$ cat src/rtl/cu_stack_if.sv
// Control-unit boundary: IR/flag inputs and memory ready in, strobes, bus
// selects, stack address and status out.
interface cu_stack_if #(
  parameter int unsigned OPCODE_W = 8,
  parameter int unsigned ADDR_W   = 16
);
  logic [OPCODE_W-1:0] opcode;
  logic [3:0]          flag;
  logic                mem_ready;
  logic [13:0]         cs;
  logic [5:0]          bus_cs;
  logic [ADDR_W-1:0]   sp_addr;
  logic                mem_req;
  logic                halted;
  logic                fault;

  modport master (
    input  opcode, flag, mem_ready,
    output cs, bus_cs, sp_addr, mem_req, halted, fault
  );

  modport slave (
    output opcode, flag, mem_ready,
    input  cs, bus_cs, sp_addr, mem_req, halted, fault
  );
endinterface

$ cat src/rtl/cu_stack.sv
// SAP control unit: Moore FSM with memory wait states, conditional jumps on
// four flags, CALL/RET through a bounds-checked down-growing stack, sticky fault.
module cu_stack #(
  parameter int unsigned        OPCODE_W    = 8,
  parameter int unsigned        ADDR_W      = 16,
  parameter logic [ADDR_W-1:0]  STACK_TOP   = 16'hFFFF,
  parameter int unsigned        STACK_DEPTH = 16
) (
  input logic        clk,
  input logic        rst,
  cu_stack_if.master cu
);
  typedef enum logic [4:0] {
    IDLE, F1, F2, LDA1, LDA2, STA1, STA2, ALU1, ALU2, ALU3, JMP1, LDI1, OUT1,
    CALL1, CALL2, CALL3, CALL4, RET1, RET2, HLT, FAULT
  } state_t;

  localparam logic [OPCODE_W-1:0] OP_LDA   = OPCODE_W'(0);
  localparam logic [OPCODE_W-1:0] OP_STA   = OPCODE_W'(1);
  localparam logic [OPCODE_W-1:0] OP_ADD   = OPCODE_W'(2);
  localparam logic [OPCODE_W-1:0] OP_SUB   = OPCODE_W'(3);
  localparam logic [OPCODE_W-1:0] OP_INCA  = OPCODE_W'(4);
  localparam logic [OPCODE_W-1:0] OP_DECR  = OPCODE_W'(5);
  localparam logic [OPCODE_W-1:0] OP_JMPZ  = OPCODE_W'(6);
  localparam logic [OPCODE_W-1:0] OP_JMPC  = OPCODE_W'(7);
  localparam logic [OPCODE_W-1:0] OP_JMP   = OPCODE_W'(8);
  localparam logic [OPCODE_W-1:0] OP_LDI   = OPCODE_W'(10);
  localparam logic [OPCODE_W-1:0] OP_OUT   = OPCODE_W'(11);
  localparam logic [OPCODE_W-1:0] OP_HLT   = OPCODE_W'(12);
  localparam logic [OPCODE_W-1:0] OP_AND   = OPCODE_W'(13);
  localparam logic [OPCODE_W-1:0] OP_OR    = OPCODE_W'(14);
  localparam logic [OPCODE_W-1:0] OP_XOR   = OPCODE_W'(15);
  localparam logic [OPCODE_W-1:0] OP_NOT   = OPCODE_W'(16);
  localparam logic [OPCODE_W-1:0] OP_JMPN  = OPCODE_W'(17);
  localparam logic [OPCODE_W-1:0] OP_JMPV  = OPCODE_W'(18);
  localparam logic [OPCODE_W-1:0] OP_JMPNZ = OPCODE_W'(19);
  localparam logic [OPCODE_W-1:0] OP_JMPNC = OPCODE_W'(20);
  localparam logic [OPCODE_W-1:0] OP_CALL  = OPCODE_W'(21);
  localparam logic [OPCODE_W-1:0] OP_RET   = OPCODE_W'(22);

  localparam logic [ADDR_W-1:0] DEPTH_MAX = ADDR_W'(STACK_DEPTH);

  state_t            state, nxt;
  logic [ADDR_W-1:0] sp, depth;
  logic              rdy;
  logic              acc_write, acc_lower_write, b_write, flag_write, ir_write;
  logic              mar_write, out_write, pc_inc, pc_write, ram_write;
  logic [3:0]        alu_op;
  logic              sp_to_bus, acc_to_bus, alu_to_bus, ir_to_bus, pc_to_bus, ram_to_bus;
  logic              mem_req;

  assign rdy = cu.mem_ready;

  always_ff @(posedge clk) begin
    if (rst) begin
      state <= IDLE;
      sp    <= STACK_TOP;
      depth <= '0;
    end else begin
      state <= nxt;
      if (state == CALL1) begin
        sp    <= sp - 1'b1;
        depth <= depth + 1'b1;
      end else if (state == RET2 && rdy) begin
        sp    <= sp + 1'b1;
        depth <= depth - 1'b1;
      end
    end
  end

  always_comb begin
    nxt = state;
    {acc_write, acc_lower_write, b_write, flag_write, ir_write} = '0;
    {mar_write, out_write, pc_inc, pc_write, ram_write} = '0;
    alu_op = '0;
    {sp_to_bus, acc_to_bus, alu_to_bus, ir_to_bus, pc_to_bus, ram_to_bus} = '0;
    mem_req = 1'b0;
    unique case (state)
      IDLE: nxt = F1;
      F1: begin
        pc_to_bus = 1'b1;
        mar_write = 1'b1;
        nxt       = F2;
      end
      F2: begin
        mem_req    = 1'b1;
        ram_to_bus = 1'b1;
        ir_write   = rdy;
        pc_inc     = rdy;
        // Decode only on the completing cycle so waits simply stall in F2.
        if (rdy) begin
          case (cu.opcode)
            OP_LDA:                                 nxt = LDA1;
            OP_STA:                                 nxt = STA1;
            OP_ADD, OP_SUB, OP_AND, OP_OR, OP_XOR:  nxt = ALU1;
            OP_INCA, OP_DECR, OP_NOT:               nxt = ALU3;
            OP_JMP:                                 nxt = JMP1;
            OP_JMPZ:  nxt = cu.flag[0]  ? JMP1 : F1;
            OP_JMPC:  nxt = cu.flag[1]  ? JMP1 : F1;
            OP_JMPN:  nxt = cu.flag[2]  ? JMP1 : F1;
            OP_JMPV:  nxt = cu.flag[3]  ? JMP1 : F1;
            OP_JMPNZ: nxt = !cu.flag[0] ? JMP1 : F1;
            OP_JMPNC: nxt = !cu.flag[1] ? JMP1 : F1;
            OP_LDI:   nxt = LDI1;
            OP_OUT:   nxt = OUT1;
            OP_HLT:   nxt = HLT;
            OP_CALL:  nxt = (depth == DEPTH_MAX) ? FAULT : CALL1;
            OP_RET:   nxt = (depth == '0) ? FAULT : RET1;
            default:  nxt = F1;
          endcase
        end
      end
      LDA1, STA1, ALU1: begin
        ir_to_bus = 1'b1;
        mar_write = 1'b1;
        nxt = (state == LDA1) ? LDA2 : (state == STA1) ? STA2 : ALU2;
      end
      LDA2: begin
        mem_req    = 1'b1;
        ram_to_bus = 1'b1;
        acc_write  = rdy;
        if (rdy) nxt = F1;
      end
      STA2: begin
        mem_req    = 1'b1;
        acc_to_bus = 1'b1;
        ram_write  = rdy;
        if (rdy) nxt = F1;
      end
      ALU2: begin
        mem_req    = 1'b1;
        ram_to_bus = 1'b1;
        b_write    = rdy;
        if (rdy) nxt = ALU3;
      end
      ALU3: begin
        alu_to_bus = 1'b1;
        acc_write  = 1'b1;
        flag_write = 1'b1;
        case (cu.opcode)
          OP_SUB:  alu_op = 4'd1;
          OP_INCA: alu_op = 4'd2;
          OP_DECR: alu_op = 4'd3;
          OP_AND:  alu_op = 4'd4;
          OP_OR:   alu_op = 4'd5;
          OP_XOR:  alu_op = 4'd6;
          OP_NOT:  alu_op = 4'd7;
          default: alu_op = 4'd0;
        endcase
        nxt = F1;
      end
      JMP1, CALL4: begin
        ir_to_bus = 1'b1;
        pc_write  = 1'b1;
        nxt       = F1;
      end
      LDI1: begin
        ir_to_bus       = 1'b1;
        acc_lower_write = 1'b1;
        nxt             = F1;
      end
      OUT1: begin
        acc_to_bus = 1'b1;
        out_write  = 1'b1;
        nxt        = F1;
      end
      CALL1: nxt = CALL2;
      CALL2, RET1: begin
        sp_to_bus = 1'b1;
        mar_write = 1'b1;
        nxt       = (state == CALL2) ? CALL3 : RET2;
      end
      CALL3: begin
        mem_req   = 1'b1;
        pc_to_bus = 1'b1;
        ram_write = rdy;
        if (rdy) nxt = CALL4;
      end
      RET2: begin
        mem_req    = 1'b1;
        ram_to_bus = 1'b1;
        pc_write   = rdy;
        if (rdy) nxt = F1;
      end
      HLT:     nxt = HLT;
      FAULT:   nxt = FAULT;
      default: nxt = FAULT;
    endcase
  end

  assign cu.cs      = {acc_write, acc_lower_write, alu_op, b_write, flag_write,
                       ir_write, mar_write, out_write, pc_inc, pc_write, ram_write};
  assign cu.bus_cs  = {sp_to_bus, acc_to_bus, alu_to_bus, ir_to_bus, pc_to_bus, ram_to_bus};
  assign cu.sp_addr = sp;
  assign cu.mem_req = mem_req;
  assign cu.halted  = (state == HLT);
  assign cu.fault   = (state == FAULT);
endmodule

$ cat src/flat_wrapper.sv
// flat-port wrapper written by rule: the top's interface ports become plain ports
module cu_stack_flat 
#(
  parameter int unsigned        OPCODE_W    = 8,
  parameter int unsigned        ADDR_W      = 16,
  parameter logic [ADDR_W-1:0]  STACK_TOP   = 16'hFFFF,
  parameter int unsigned        STACK_DEPTH = 16
)
  (clk, rst, cu_opcode, cu_flag, cu_mem_ready, cu_cs, cu_bus_cs, cu_sp_addr, cu_mem_req, cu_halted, cu_fault);
  cu_stack_if #(.OPCODE_W(OPCODE_W), .ADDR_W(ADDR_W)) cu_i ();
  input logic clk;
  input logic rst;
  input wire logic [$bits(cu_i.opcode)-1:0] cu_opcode;
  input wire logic [$bits(cu_i.flag)-1:0] cu_flag;
  input wire logic [$bits(cu_i.mem_ready)-1:0] cu_mem_ready;
  output wire logic [$bits(cu_i.cs)-1:0] cu_cs;
  output wire logic [$bits(cu_i.bus_cs)-1:0] cu_bus_cs;
  output wire logic [$bits(cu_i.sp_addr)-1:0] cu_sp_addr;
  output wire logic [$bits(cu_i.mem_req)-1:0] cu_mem_req;
  output wire logic [$bits(cu_i.halted)-1:0] cu_halted;
  output wire logic [$bits(cu_i.fault)-1:0] cu_fault;
  assign cu_i.opcode = cu_opcode;
  assign cu_i.flag = cu_flag;
  assign cu_i.mem_ready = cu_mem_ready;
  assign cu_cs = cu_i.cs;
  assign cu_bus_cs = cu_i.bus_cs;
  assign cu_sp_addr = cu_i.sp_addr;
  assign cu_mem_req = cu_i.mem_req;
  assign cu_halted = cu_i.halted;
  assign cu_fault = cu_i.fault;
  cu_stack #(.OPCODE_W(OPCODE_W), .ADDR_W(ADDR_W), .STACK_TOP(STACK_TOP), .STACK_DEPTH(STACK_DEPTH)) u_core (.clk(clk), .rst(rst), .cu(cu_i));
endmodule
$ cat config.mk
export PLATFORM = sky130hd
export DESIGN_NAME = cu_stack_flat
export DESIGN_NICKNAME = d
export VERILOG_FILES = /design/src/rtl/cu_stack_if.sv /design/src/rtl/cu_stack.sv /design/src/flat_wrapper.sv
export SDC_FILE = /design/constraint.sdc
export NUM_CORES = 1
export LEC_CHECK = 0
export CAP_MARGIN = 20
export CORE_ASPECT_RATIO = 1.75
export CORE_MARGIN = 5
export CORE_UTILIZATION = 37
export DETAILED_ROUTE_END_ITERATION = 10
export RECOVER_POWER = 100
export SLEW_MARGIN = 15
export SYNTH_ARGS = -nofsm -noshare
export SYNTH_HDL_FRONTEND = slang
export SYNTH_SLANG_ARGS = --single-unit
$ cat constraint.sdc
create_clock -name clk -period 3.4 [get_ports clk]
set_input_delay 0.68 -clock clk [delete_from_list [all_inputs] [get_ports clk]]
set_output_delay 0.68 -clock clk [all_outputs]
set_load 0.02 [all_outputs]
### Word-level counts from Yosys, hierarchy flattened

Cells that the tools add are included.

| cells by class | value |
|---|---|
| add/subtract/negate cells | 4 |
| eq/ne operators | 46 |
| multiplexer cells | 38 |
| reduce and logical (&&, ||, !) cells | 20 |

Operators by type and width:

| cell | count |
|---|---|
| one-hot mux 5 bit (16 select lines) | 1 |
| 2-to-1 mux 16 bit | 4 |
| equality test 8 x 4 -> 1 bit (second input constant) | 7 |
| equality test 8 x 5 -> 1 bit (second input constant) | 7 |
| one-hot mux 5 bit (10 select lines) | 1 |
| equality test 5 x 4 -> 1 bit (second input constant) | 8 |
| 2-to-1 mux 5 bit | 7 |
| adder 16 x 1 -> 16 bit (second input constant) | 2 |
| equality test 8 x 3 -> 1 bit (second input constant) | 4 |
| 2-to-1 mux 4 bit | 8 |
| subtractor 16 x 1 -> 16 bit (second input constant) | 2 |
| equality test 5 bit (second input constant) | 5 |
| OR reduction 6 bit | 4 |
| one-hot mux 3 bit (7 select lines) | 1 |
| equality test 5 x 3 -> 1 bit (second input constant) | 4 |
| equality test 16 x 5 -> 1 bit (second input constant) | 1 |
| equality test 8 x 2 -> 1 bit (second input constant) | 2 |
| logical NOT 16 bit | 1 |
| 2-to-1 mux 1 bit | 13 |
| equality test 5 x 2 -> 1 bit (second input constant) | 2 |
| OR reduction 2 bit | 5 |
| OR reduction 3 bit | 3 |
| equality test 8 x 1 -> 1 bit (second input constant) | 1 |
| logical NOT 8 bit | 1 |
| 11 further kinds | 14 |

| storage, ports and cells | value |
|---|---|
| register bits after elaboration | 37 |

### Longest topological paths before layout

| logic depth | value |
|---|---|
| depth in word-level cells | 5 |
| gate-level depth with buffers | 12 |
| gate-level depth less buffers | 12 |

### Worst setup path before layout

Ideal clock, no wire load.

| path | value |
|---|---|
| path kind | reg2reg |
| from | register u_core.state[0] |
| to | register u_core.depth[14] |
| setup time | 0.086 ns |
| arrival time | 3.273 ns |
| required time | 3.314 ns |
| path slack | 0.042 ns |
| cell stages (with the launch flop) | 12 |
| path buffers | 0 |
| cells stage by stage | dfxtp_1 > inv_2 > nor2_1 > nand3_1 > fa_1 > a211oi_2 > o21bai_1 > a2111oi_1 > o21bai_1 > a41oi_1 > xor2_1 > a211oi_1 |

| on the way | value |
|---|---|
| cells in the longest elaborated chain, start to end | 3 |
| elaborated cells between the ends (all ways) | 5 |
| those cells by class | eq/ne: 2; mux: 1; reduce/logical: 2 |

RTL lines:

| what | RTL line | RTL |
|---|---|---|
| from (decl) | cu_stack.sv:43 | `state_t state, nxt;` |
| from (signal assigned) | cu_stack.sv:60 | `state <= nxt;` |
| equality test 5 bit | cu_stack.sv:64 | `end else if (state == RET2 && rdy) begin` |
| logical AND 1 bit | cu_stack.sv:64 |  |
| nonzero test 2 bit (no source line) | n/a |  |
| to (signal assigned) | cu_stack.sv:63 | `depth <= depth + 1'b1;` |
| to (signal assigned) | cu_stack.sv:66 | `depth <= depth - 1'b1;` |
| to (decl) | cu_stack.sv:44 | `logic [ADDR_W-1:0] sp, depth;` |

Parallel ways exist; a longest one is shown, timed or not.
A chain may end at the register's enable or synchronous reset.

### Final worst setup path

| path | value |
|---|---|
| from | register u_core.state[3] |
| to | register u_core.depth[15] |

Same word-level chain as after synthesis.

==> flow_summary.toml <==
[drt]
ant_nets = 0
drtIter0Drc = 196
wl_per_cell_microns = 16.34
totalWireLength_microns = 11370
vias = 3964
avgViaCountPerCell = 5.695
firstDrtPassIters = 4
drc = 0

[critical_path]
cp-end-kind = "register"
worstSetupStartpointType = "register"
critPathKind = "reg -> reg"
arrival_ns = 3.43
required_ns = 3.61
path_max_fanout = 21

[logic_synthesis]
synth_cells = 527
synth_cell_type_count = 65
ys.flop_type = "dfxtp_1"
synth_top_area_share_pct = 19.79
synthesis.nets = 572
post_synth.cell_area_avg_sq_um = 7.104
synth_area_sq_um = 3744
yosys.area_share.simple_pct = 26.14
synth.top_cells.by_count = "nand2_1, a21oi_1, nor2_1, o21ai_0, dfxtp_1"
yosys_warnings = 0
synth_top_family_by_area = "compound AO/OA/AOI/OAI gates"
synth_area_leader_cell = "dfxtp_1"
yosys.cell_count.top_type = "nand2_1"
synthAdderAreaFrac_pct = 10.43
synth.yosys.seq_area_share_pct = 19.79
netlist_top_cells_area = "dfxtp_1, ha_1, a21oi_1"
synthMuxAreaShare_pct = 1.136
synthArstFlopShare_pct = 0
synth_edf_count = 0
synth_xor_area_share_pct = 6.551
ys_ff_latch = 37
synth-compound-area-share_pct = 28.28

[global_routing]
grt_overflow = 0
grtUsageTotal_pct = 18.56
grt_pass1_vias = 4051
grt_pass1_wl_microns = 18660
grt_max_degree = 29
antenna_found_initial = 0

[clocking]
cts_tree = "yes"
ctsHoldBuffers = 0
cts_buffers = 5
cts_buffer_depth = 2
htree_levels = 2
cts.sinks = 37
cts-root-buf = "clkbuf_16"
clk_pin_slew_ns = 0.06
clk_latency_ns = 0.29

[cells_and_area]
drive_gt1_share_pct = 9.107
fill_cells = 1052
final_nets = 616
layout.area.seq_sq_um = 740.7
multiInputGateArea_sq_um = 2726
synthToLayoutAreaGrowth_pct = 21.79
n_antenna_cell = 0
fin_cells = 696

[floorplan]
core.rowCount = 48
die_w_microns = 86.04
core_sq_um = 9910
dieArea_sq_um = 12310
start_util_pct = 37.78
ios = 54
fp.dieH_microns = 143.1

[placement]
place_congestion = 0.9177
dp_hpwl_microns = 8737
dpl.cell_count = 689
port_buffers = 52

[sta]
timing.fmax_mhz = 309.9
rsz0062_at_grt = "no"
hold_violations = 0
finalCritPeriodShare_pct = 94.92
min_period_ns = 3.227
setup_tns_ns = 0
slew_headroom_pct = 48.85
worst_clock_skew_ns = 0.007271
slew_viol_final = 0
finalSetupViolations = 0
tightest_slew_ns = 0.7654

[power]
ir_worst_vdd_mv = 0.2635
p_leak_nw = 1.796
powerDensity_nw_per_um2 = 275.6

[worst_hold_path]
hold_class = "reg -> reg"

[run_status]
status = "finished clean"

[run]
timing.max_cap.violations = 0
[report_power, final]
| group | total [mW] | internal (mW) | leakage, nW | switching, mW |
|---|---|---|---|---|
| Combinational | 0.353 | 0.140 | 1.43 | 0.213 |
| Clock | 0.456 | 0.269 | 0.0669 | 0.186 |
| Sequential | 0.448 | 0.442 | 0.299 | 0.00577 |
[cell usage in the layout (no fill, tap or decap), drive strengths merged, types with 3 or more instances in the layout]
| cell type | n |
|---|---|
| o21bai | 4 |
| buf | 28 |
| o211ai | 3 |
| a21o | 12 |
| and2 | 5 |
| xor2 | 13 |
| dfxtp | 37 |
| o21ai | 42 |
| nand4 | 4 |
| dlygate4sd3 | 33 |
| a22oi | 4 |
| clkbuf | 12 |
| or2 | 3 |
| nand2 | 65 |
| nor2b | 5 |
| ha | 28 |
| clkdlybuf4s50 | 15 |
| or4 | 3 |
| nor3 | 22 |
| xnor2 | 15 |
| inv | 12 |
| a211oi | 11 |
| a211o | 6 |
| a21oi | 51 |
| o22ai | 7 |
| a311oi | 3 |
| nand3b | 4 |
| a221oi | 3 |
| a31oi | 4 |
| nand2b | 10 |
| a41oi | 3 |
| nor4 | 10 |
| nand3 | 13 |
| nor2 | 49 |
[critical path, stage by stage, from the launching register on]
cell	delay, ns
dfxtp_1	0.33
inv_1	0.06
nor2_1	0.20
nand3_1	0.17
buf_12	0.20
ha_1	0.30
a21o_1	0.18
a21oi_1	0.22
o21ai_0	0.26
a221o_1	0.42
o31a_1	0.31
or4_1	0.41
o211ai_1	0.10
[registers in the layout, summed over array words and instances, names as in the netlist]
name / flops
u_core.depth: 16
u_core.state: 5
u_core.cu.sp_addr: 16
[routing by layer]
layer	up-vias	wire, microns	GRT usage, %
li1	1990	-	-
met1	1827	4245	18.47
met2	117	6302	36.52
met3	30	385	2.367
met4	0	439	9.091
met5	-	0	0
[repair_timing]
| item | CTS | global route |
|---|---|---|
| setup endpoints to repair | 0 | 6 |
| setup buffers | 0 | 0 |
| resized for setup | 0 | 10 |
[area by class of cell]
type / instances / area share (%)
inverter: 12 / 0.9879
multi-input combinational: 432 / 59.80
timing repair buffer: 83 / 16.52
sequential: 37 / 16.25
tap: 125 / 3.430
clock inverter: 1 / 0.1921
clock buffer: 6 / 2.827
[cells by family after synthesis]
| kind of cell | count (synthesis) |
|---|---|
| other | 1 |
| and+or+nand+nor | 202 |
| muxes | 4 |
| adders and majority gates | 30 |
| xor gates and xnor gates | 28 |
| buffers and inverters | 58 |
| AOI/OAI and AO/OA | 167 |
| DFF | 37 |
[per-stage QoR]
stage / total power [mW] / hold slack (ns) / utilization (%) / cell area, sq um / setup slack (ns)
2_1_floorplan: 0.6992 / 0.4485 / - / 3744 / 0.04189
3_3_place_gp: 0.8102 / 0.4627 / 44.92 / 4452 / 0.1172
3_5_place_dp: 0.8116 / 0.4697 / 44.92 / 4452 / 0.06924
4_1_cts: 1.279 / 0.4781 / 46.31 / 4589 / 0.06065
5_1_grt: 1.325 / 0.4986 / 46.01 / 4559 / 0.01447
6_report: 1.256 / 0.4787 / 46.01 / 4559 / 0.1729
[path summary, 6_finish.rpt]
check	endpoint	cells after the start	from	slack (ns)
max	u_core.depth[15]$_SDFFE_PP0P_	12	u_core.state[3]$_SDFFE_PP0P_	0.17
min	u_core.depth[9]$_SDFFE_PP0P_	2	u_core.depth[9]$_SDFFE_PP0P_	0.48
max reg2reg	u_core.depth[15]$_SDFFE_PP0P_	12	u_core.state[3]$_SDFFE_PP0P_	0.17
min reg2reg	u_core.depth[9]$_SDFFE_PP0P_	2	u_core.depth[9]$_SDFFE_PP0P_	0.48
Power figures use the tool's default switching activity.
